## src/rtl/dts_align_ctrl.sv

```systemverilog
// dts_align_ctrl: measures per-stream sync skew across N DTS offsetter FIFOs and
// issues delay pulses to the early streams until every sync lands on one cycle.
// Optional feature macro: DTS_ALIGN_AUTO_RELOCK_EN (lock loss re-measures
// and counts a relock, instead of raising an error).
module dts_align_ctrl #(
    parameter int N_STREAMS       = 4,
    parameter int MUX_FACTOR_BITS = 0,
    parameter int MAX_OFFSET      = 63,
    parameter int HOLDOFF         = 8,
    parameter int SYNC_TIMEOUT    = 65535,
    parameter int MAX_RETRY       = 3
) (
    input  logic                 clk,
    input  logic                 rst_n,
    input  logic                 enable,
    input  logic [N_STREAMS-1:0] sync,
    input  logic [N_STREAMS-1:0] almost_full,
    output logic [N_STREAMS-1:0] delay,
    output logic                 locked,
    output logic                 error,
    output logic [1:0]           err_code,
    output logic [2:0]           state,
    output logic [15:0]          relock_cnt
);
    localparam int TW = $clog2(MAX_OFFSET + 1);
    localparam int IW = $clog2(SYNC_TIMEOUT + 1);
    localparam int RW = $clog2(MAX_RETRY + 2);
    localparam int HW = $clog2(HOLDOFF + 1);

    localparam logic [TW-1:0] MAX_T        = TW'(MAX_OFFSET);
    localparam logic [TW-1:0] GRAN_MASK    = TW'((1 << MUX_FACTOR_BITS) - 1);
    localparam logic [IW-1:0] TIMEOUT_LAST = IW'(SYNC_TIMEOUT - 1);
    localparam logic [RW-1:0] RETRY_LIMIT  = RW'(MAX_RETRY);
    localparam logic [HW-1:0] HOLD_LAST    = HW'(HOLDOFF - 1);

    typedef enum logic [2:0] {
        S_IDLE    = 3'd0,
        S_MEASURE = 3'd1,
        S_PULSE   = 3'd2,
        S_SETTLE  = 3'd3,
        S_LOCKED  = 3'd4,
        S_ERROR   = 3'd5
    } state_t;

    state_t                 state_q, state_d;
    logic [N_STREAMS-1:0]   seen_q, seen_d;
    logic                   win_act_q, win_act_d;
    logic [TW-1:0]          win_cnt_q, win_cnt_d;
    logic [IW-1:0]          idle_cnt_q, idle_cnt_d;
    logic [RW-1:0]          retry_q, retry_d;
    logic [HW-1:0]          hold_q, hold_d;
    logic [1:0]             err_code_q, err_code_d;
    logic [15:0]            relock_q, relock_d;
    logic [TW-1:0]          t_q [N_STREAMS];
    logic [TW-1:0]          t_d [N_STREAMS];
    logic [TW-1:0]          pulses_q [N_STREAMS];
    logic [TW-1:0]          pulses_d [N_STREAMS];

    logic [N_STREAMS-1:0]   pmask;
    logic                   af_hit;
    logic [TW-1:0]          t_max;
    logic [TW-1:0]          off_v;
    logic                   close;
    logic                   meas_clr;
    logic                   all_zero;
    logic                   bad_gran;

    // Per-stream pending-pulse flags and the pulse outputs themselves; a full
    // FIFO on a pulsed stream suppresses the whole pulse on that same cycle.
    generate
        for (genvar gi = 0; gi < N_STREAMS; gi++) begin : g_stream
            assign pmask[gi] = |pulses_q[gi];
            assign delay[gi] = (state_q == S_PULSE) && enable && pmask[gi] && !af_hit;
        end
    endgenerate

    assign af_hit     = |(almost_full & pmask);
    assign locked     = (state_q == S_LOCKED);
    assign error      = (state_q == S_ERROR);
    assign err_code   = err_code_q;
    assign state      = state_q;
    assign relock_cnt = relock_q;

    // Next-state and datapath: window measurement, pulse scheduling, lock watch.
    always_comb begin
        state_d    = state_q;
        seen_d     = seen_q;
        win_act_d  = win_act_q;
        win_cnt_d  = win_cnt_q;
        idle_cnt_d = idle_cnt_q;
        retry_d    = retry_q;
        hold_d     = hold_q;
        err_code_d = err_code_q;
        relock_d   = relock_q;
        t_d        = t_q;
        pulses_d   = pulses_q;
        t_max      = '0;
        off_v      = '0;
        close      = 1'b0;
        meas_clr   = 1'b0;
        all_zero   = 1'b1;
        bad_gran   = 1'b0;

        case (state_q)
            S_IDLE: begin
                state_d  = S_MEASURE;
                meas_clr = 1'b1;
            end
            S_MEASURE: begin
                if (!win_act_q) begin
                    if (sync != '0) begin
                        // First sync opens the window at t=0.
                        win_act_d = 1'b1;
                        win_cnt_d = TW'(1);
                        seen_d    = sync;
                        for (int i = 0; i < N_STREAMS; i++)
                            if (sync[i]) t_d[i] = '0;
                        close = &sync;
                    end else if (idle_cnt_q == TIMEOUT_LAST) begin
                        state_d    = S_ERROR;
                        err_code_d = 2'd1;
                    end else begin
                        idle_cnt_d = idle_cnt_q + 1'b1;
                    end
                end else begin
                    // Only the first sync of each stream is timestamped.
                    for (int i = 0; i < N_STREAMS; i++)
                        if (sync[i] && !seen_q[i]) t_d[i] = win_cnt_q;
                    seen_d    = seen_q | sync;
                    close     = (&seen_d) || (win_cnt_q == MAX_T);
                    win_cnt_d = win_cnt_q + 1'b1;
                end

                if (close) begin
                    if (!(&seen_d)) begin
                        if (retry_q == RETRY_LIMIT) begin
                            state_d    = S_ERROR;
                            err_code_d = 2'd2;
                        end else begin
                            retry_d  = retry_q + 1'b1;
                            meas_clr = 1'b1;
                        end
                    end else begin
                        for (int i = 0; i < N_STREAMS; i++)
                            if (t_d[i] > t_max) t_max = t_d[i];
                        for (int i = 0; i < N_STREAMS; i++) begin
                            off_v = t_max - t_d[i];
                            if ((off_v & GRAN_MASK) != '0) bad_gran = 1'b1;
                            pulses_d[i] = off_v >> MUX_FACTOR_BITS;
                            if (pulses_d[i] != '0) all_zero = 1'b0;
                        end
                        if (bad_gran) begin
                            state_d    = S_ERROR;
                            err_code_d = 2'd3;
                            for (int i = 0; i < N_STREAMS; i++) pulses_d[i] = '0;
                        end else if (all_zero) begin
                            state_d = S_LOCKED;
                            retry_d = '0;
                        end else begin
                            state_d = S_PULSE;
                        end
                    end
                end
            end
            S_PULSE: begin
                if (af_hit) begin
                    state_d    = S_ERROR;
                    err_code_d = 2'd3;
                end else begin
                    for (int i = 0; i < N_STREAMS; i++)
                        if (pmask[i]) pulses_d[i] = pulses_q[i] - 1'b1;
                    state_d = S_SETTLE;
                    hold_d  = '0;
                end
            end
            S_SETTLE: begin
                // Keeps delay low long enough for the offsetter edge detector.
                if (hold_q == HOLD_LAST) begin
                    if (|pmask) begin
                        state_d = S_PULSE;
                    end else begin
                        state_d  = S_MEASURE;
                        meas_clr = 1'b1;
                    end
                end else begin
                    hold_d = hold_q + 1'b1;
                end
            end
            S_LOCKED: begin
                if ((sync != '0) && !(&sync)) begin
`ifdef DTS_ALIGN_AUTO_RELOCK_EN
                    if (relock_q != 16'hFFFF) relock_d = relock_q + 16'd1;
                    state_d  = S_MEASURE;
                    retry_d  = '0;
                    meas_clr = 1'b1;
`else
                    state_d    = S_ERROR;
                    err_code_d = 2'd2;
`endif
                end
            end
            S_ERROR: begin
                state_d = S_ERROR;
            end
            default: begin
                state_d = S_IDLE;
            end
        endcase

        // Disable aborts everything, including a pending pulse or settle.
        if (!enable) begin
            state_d    = S_IDLE;
            err_code_d = 2'd0;
            retry_d    = '0;
            hold_d     = '0;
            meas_clr   = 1'b1;
            for (int i = 0; i < N_STREAMS; i++) pulses_d[i] = '0;
        end

        if (meas_clr) begin
            seen_d     = '0;
            win_act_d  = 1'b0;
            win_cnt_d  = '0;
            idle_cnt_d = '0;
        end
    end

    // State and datapath registers with synchronous active-low reset.
    always_ff @(posedge clk) begin
        if (!rst_n) begin
            state_q    <= S_IDLE;
            seen_q     <= '0;
            win_act_q  <= 1'b0;
            win_cnt_q  <= '0;
            idle_cnt_q <= '0;
            retry_q    <= '0;
            hold_q     <= '0;
            err_code_q <= 2'd0;
            relock_q   <= 16'd0;
            for (int i = 0; i < N_STREAMS; i++) begin
                t_q[i]      <= '0;
                pulses_q[i] <= '0;
            end
        end else begin
            state_q    <= state_d;
            seen_q     <= seen_d;
            win_act_q  <= win_act_d;
            win_cnt_q  <= win_cnt_d;
            idle_cnt_q <= idle_cnt_d;
            retry_q    <= retry_d;
            hold_q     <= hold_d;
            err_code_q <= err_code_d;
            relock_q   <= relock_d;
            t_q        <= t_d;
            pulses_q   <= pulses_d;
        end
    end
endmodule

```

## config.mk

```make
export PLATFORM = sky130hd
export DESIGN_NAME = dts_align_ctrl
export DESIGN_NICKNAME = d
export VERILOG_FILES = /design/src/rtl/dts_align_ctrl.sv
export SDC_FILE = /design/constraint.sdc
export NUM_CORES = 1
export LEC_CHECK = 0
export ABC_AREA = 1
export BUFFER_PORTS_ARGS = -buffer_cell sky130_fd_sc_hd__clkbuf_2
export CORE_ASPECT_RATIO = 1.1
export CORE_UTILIZATION = 67
export DETAILED_ROUTE_END_ITERATION = 7
export GPL_TIMING_DRIVEN = 0
export HOLD_SLACK_MARGIN = 0.1
export PLACE_DENSITY_LB_ADDON = 0.08
export SYNTH_ARGS = -nofsm -noshare
export SYNTH_HDL_FRONTEND = slang
export SYNTH_SLANG_ARGS = --single-unit
```

## constraint.sdc

```tcl
create_clock -name clk -period 14.22 [get_ports clk]
set_clock_uncertainty 0.05 [all_clocks]
set_input_delay 1.422 -clock clk [delete_from_list [all_inputs] [get_ports clk]]
set_output_delay 1.422 -clock clk [all_outputs]
set_load 0.03 [all_outputs]
```

* Yosys cells after proc, flatten, opt, wreduce, memory -nomap -nowiden
Index checks and enable logic that the tools add are counted.
Word-level totals: input bits 11, register bits 87, RAM bits 0, memory bits (read-only) 0, word-level logic and storage cells 206, latch bits 0, memories 0, output and inout bits 27
Operators by class: $lt $le $gt $ge 4, mux-type cells 93, $add $sub $neg 12, bitwise gates (word level) 6, reduce and logical (&&, ||, !) cells 52, equal/unequal tests 23, shifts and indexed selects 0, div/mod/pow operators 0, multiply operators 0
Operators with widths (number):
- 2-to-1 mux 6 bit | 30
- 2-to-1 mux 24 bit | 7
- case mux 24 bit (2 select lines) | 1
- 2-to-1 mux 3 bit | 15
- AND reduction 5 bit | 5
- inequality test 2 bit, second input constant | 12
- nonzero test 6 bit | 4
- OR reduction 24 bit | 1
- OR reduction 6 bit | 4
- subtractor 6 x 1 -> 6 bit, second input constant | 4
- subtractor 6 bit | 4
- 2-to-1 mux 1 bit | 21
- 2-to-1 mux 2 bit | 10
- 2-to-1 mux 4 bit | 5
- greater-than comparator 6 bit | 3
- case mux 3 bit (6 select lines) | 1
- adder 16 x 1 -> 16 bit, second input constant | 1
- == test 16 bit, second input constant | 1
- AND reduction 4 bit | 4
- logical AND 1 bit | 14
- == test 3 x 2 -> 1 bit, second input constant | 3
- case mux 4 bit (2 select lines) | 1
- adder 6 x 1 -> 6 bit, second input constant | 1
- == test 3 bit, second input constant | 2
- 22 further kinds | 36

* Depth between registers and ports, before layout
depth in word-level cells 39, depth in mapped cells 52, depth with buffers taken out 52

* Worst setup path before layout
No wires, ideal clock.
path kind in2reg, start point input port sync[0], end point register retry_q[1], cell stages on the path 48, library setup time 0.134 ns, required time 14.036 ns, buffers on the path 3, path slack 6.431 ns, arrival time 7.605 ns, path through inv_2 > nor2_2 > nand2_1 > a31oi_1 > inv_1 > ha_1 > nand2_1 > nand2_1 > nand2_1 > nand3_1 > nand2_1 > buf_2 > nand2_1 > o21ai_0 > ha_1 > nand2_1 > inv_1 > o21bai_1 > [... 12 more ...] > buf_2 > o21ai_0 > inv_1 > fa_1 > xor2_1 > nand2_1 > nor3_1 > nand3_1 > nor3_1 > nand2_1 > a21oi_1 > nand3_1 > nor2_1 > nand4_1 > nand2_1 > nand3_1 > nand2_1 > a21oi_1
Between the ends: longest elaborated chain between the ends 35, elaborated cells on any way between the ends 58, classes of those cells 4 x add/sub; 4 x order compare; 3 x eq/ne; 35 x mux; 1 x bitwise; 11 x reduce/logical
RTL lines:
- from (decl) | line 16 | input logic [N_STREAMS-1:0] sync,
- nonzero test 4 bit, or another cell as far along | line 111 | if (sync != '0) begin
- 2-to-1 mux 24 bit or 2-to-1 mux 6 bit (tied branches) | line 111, 128
- 2-to-1 mux 24 bit | line 110 | if (!win_act_q) begin
- 2-to-1 mux 24 bit | line 104 | case (state_q)
- greater-than comparator 6 x 1 -> 1 bit | line 145 | if (t_d[i] > t_max) t_max = t_d[i];
- 2-to-1 mux 6 bit | line 145
- 2-to-1 mux 6 bit | line 135 | if (!(&seen_d)) begin
- 2-to-1 mux 6 bit | line 134 | if (close) begin
- [... 16 more ...]
- subtractor 6 bit | line 147 | off_v = t_max - t_d[i];
- nonzero test 6 bit | line 150 | if (pulses_d[i] != '0) all_zero = 1'b0;
- 2-to-1 mux 1 bit (4 in a row) | line 150
- 2-to-1 mux 1 bit | line 135
- 2-to-1 mux 1 bit | line 134
- 2-to-1 mux 1 bit | line 104
- inequality test 2 x 1 -> 1 bit (no source line)
- AND reduction 5 bit (no source line)
- to (signal assigned) | line 250 | retry_q <= retry_d;
- to (decl) | line 50 | logic [RW-1:0] retry_q, retry_d;
Several ways; a longest one is shown, not always the timed one. The select of a mux whose other input is x is not followed. A chain may end at the register's enable or synchronous reset.

* Worst setup path after layout
start point input port sync[0], end point register retry_q[2]
The elaborated chain is that of the path after synthesis.

==> impl_results.md <==
- Status: finished, final reports clean
- Final routed DRC violation total: 0
- FF-to-FF path depth: 47
- Post-synth EDFFs: 0
- Core Footprint: 9490 sq um
- Req. time, crit path: 14,410 ps
- # hold bufs at CTS: 0
- Top post-synthesis cells by area: dfxtp_1 (26%), nand2_1 (12%), ha_1 (8.7%)
- Worst-path fanout max: 10
- Total Wirelength: 16,540 um
- Register area: 1742 sq um
- Peak supply drop: 0.07027 mV
- Max transition margin: 0.2334
- Fill count: ~830
- Pre-CTS WS: around 4700 ps
- Least-Margin Pin Slew: 1138 ps
- Tmin final: 9233 ps
- CTS Buf Count: 9
- TritonCTS clock tree: built
- Power, Total: 1.109 mW
- Hold Path Class: flip-flop to flip-flop
- Vias in the first global route: 6,250
- Worst Slack Setup Final: 4987 ps
- Area grow syn2layout: 7.408%
- Global-route wire length before repair: 28,260 um
- Dpl hpwl: 12,830 um
- Unrepaired setup endpoints after global routing: no
- Placed Area: roughly 6900 sq um
- Total global-route track usage: 0.3344
- Gpl congestion: 0.9526
- Post-synth design cell area: 6638 sq um
- Hold Path Cell Cnt: 2
- Total grt overflow: 0
- Max-cap violations: 0
- Starting DRT DRC Count: between 500 and 600
- Met1 Use GR: 0.4247
- Routing usage on met2: 0.5659
- Sinks on Clock Net: 87
- Startpoint Class: primary input
- Leakage Power: 3.347 nW
- Largest net degree at the start of global routing: 18
- Final hold vios: 0
- Post-Synthesis Cells: 1,012
- Ys Warns: 0
- IO buf count: 20
- Reg-to-reg critical path endpoint: retry_q[2]
- Post-Layout Inst Area: 7129 sq um
- Max Freq: approximately 110 MHz
- ANT nets after route: 0
- Endpoint type of the worst setup path: flip-flop
- Final setup vio count: 0
- Setup TNS: 0 ps
- Synth Register Bits: 87
- H-tree depth: 3
- Post-cts repair resize count: 0
- Cell mode on critical path: nand2_1
- Post-CTS Setup Bufs: 0
- Critical path arrival: 9420 ps
- Initial Util: 0.6994
- Final Core Density: 0.7512
- Area leader, netlist: dfxtp_1
- Drt via density: 5.639
- Sequential share of the synthesized area: 0.2624
- R2R Setup Slk: 5480 ps
- Hold path endpoint: retry_q[2]
- CP max stage delay: 900 ps
- Top-area cell type share of the netlist area: 0.2624
- CP max stage cell: o21ai_0
- IO Count: 38
- Synth Area per Inst: between 6 and 7 sq um
- Share of cells above drive strength 1: 0.1007
- Clk slew on worst S/H paths: approximately 100 ps
- Setup CP Type: primary input to flip-flop
- TritonRoute pass-1 iters: 5
- Die Y-Extent: 106.4 um
- Reg-to-reg startpoint: win_act_q
- Fin nets: between 1,000 and 1,500
- Yosys cell types: 49
- Met3 Use GR: 0.03419
- Clk_lat worst skew: 370 ps
- Multi-input logic area: 4125 sq um
- Die area: 10,310 sq um
- Max-slew violations: 0
- Wire length per cell: 14.02 um
- P per Cell Area: 155.6 nW/um^2
- Peak-usage layer in the global routing report: met2
- Final Cycle Share: 0.6493
- Vias: 6,654
- Post-synth top flop: dfxtp_1
- Async S/R FF share, synth: 0
- CTS root buf: clkbuf_8
- DIE WIDTH: a little under 100 um
- CTS Buffer Depth: 2
- Hold Startpoint: retry_q[2]
- Ant. Diodes: 0
- Initial antenna violation count: 0
- Rows: 37
==> area by class of cell <==
class,instances,area share
multi-input cells,740,0.5786
flip-flops and latches,87,0.2443
inverters,157,0.08266
plain buffers,43,0.03335
well taps,117,0.02053
clock buffers,9,0.01737
repair buffers,20,0.01404
clock inverters,7,0.009126
==> layer usage <==
layer | vias up | share of wire
li1 | 3379 | -
met1 | 2961 | 0.44
met2 | 253 | 0.46
met3 | 61 | 0.063
met4 | 0 | 0.041
met5 | - | 0
==> layout by cell type, fill, tap and decap left out, types with 4 or more instances in the layout <==
cell type  count
a211oi_1      11
a211oi_2       6
a21oi_1       87
a31oi_1        5
buf_2         10
buf_4         17
clkbuf_1      16
clkbuf_2      20
clkbuf_8       9
conb_1        16
dfxtp_1       87
fa_1           4
ha_1          46
inv_1        145
inv_2         11
nand2_1      221
nand2_2        4
nand3_1       55
nand3_2        4
nand4_1       13
nor2_1        91
nor3_1        13
o211ai_1      12
o21ai_0       69
o21ai_1        6
o22ai_1        9
or2_2          5
xnor2_1       10
xor2_1        22
==> metrics by stage <==
stage | instances | hold WS, ps
6_report | 1180 | 420.1
5_1_grt | 1180 | 433.8
4_1_cts | 1180 | 425.7
3_5_place_dp | 1164 | 412.2
3_3_place_gp | 1164 | 400.2
2_1_floorplan | 1027 | 390.2
==> worst max-delay path: cells and delay by family <==
| family | cells | cell delay, ps |
|---|---|---|
| xor+xnor | 1 | 240 |
| simple gates | 26 | 2690 |
| buf+inv | 9 | 1580 |
| fa+ha+maj | 4 | 1420 |
| compound gates | 8 | 2080 |
==> worst max-delay path by stage <==
stage	startpoint	end	slack, ps	depth (start not counted)
after floorplan	sync[0]	retry_q[1]	6430	48
after global placement	sync[0]	retry_q[1]	4690	48
after detailed placement	sync[0]	retry_q[2]	4680	49
after CTS	sync[0]	retry_q[2]	5020	49
after global routing	sync[0]	retry_q[1]	3940	49
final	sync[0]	retry_q[2]	4990	48
==> power by group <==
part	switching [mW]	internal [mW]
Clock	0.101	0.0673
Sequential	0.00724	0.253
Combinational	0.440	0.240
Total	0.549	0.561
==> registers in the layout (all words and copies together) (netlist names), 2 cells and up <==
register / count
seen_q: 4
idle_cnt_q: 16
retry_q: 3
pulses_q: 24
state: 3
hold_q: 4
t_q: 24
err_code: 2
win_cnt_q: 6
==> kinds of logic after synthesis <==
logic type,Yosys count,share of synthesized area
other cells,1,0.0005650
simple gates,419,0.2730
buf+inv,200,0.1246
fa+ha+maj,50,0.09877
flops,87,0.2624
compound gates,223,0.1985
xor+xnor,32,0.04222
==> synth_stat cells, types with 5 or more instances <==
cell,number
o21ai_1,6
xor2_1,22
nand3_1,55
a31oi_1,5
a211oi_2,6
inv_2,11
buf_2,10
ha_1,46
o21ai_0,69
nor3_1,13
dfxtp_1,87
nand2_1,221
nand4_1,13
nor2_1,91
inv_1,145
buf_4,17
clkbuf_1,16
xnor2_1,10
a21oi_1,87
or2_2,5
o22ai_1,9
a211oi_1,11
o211ai_1,12
Note: power is estimated with default switching activity, not from simulation.
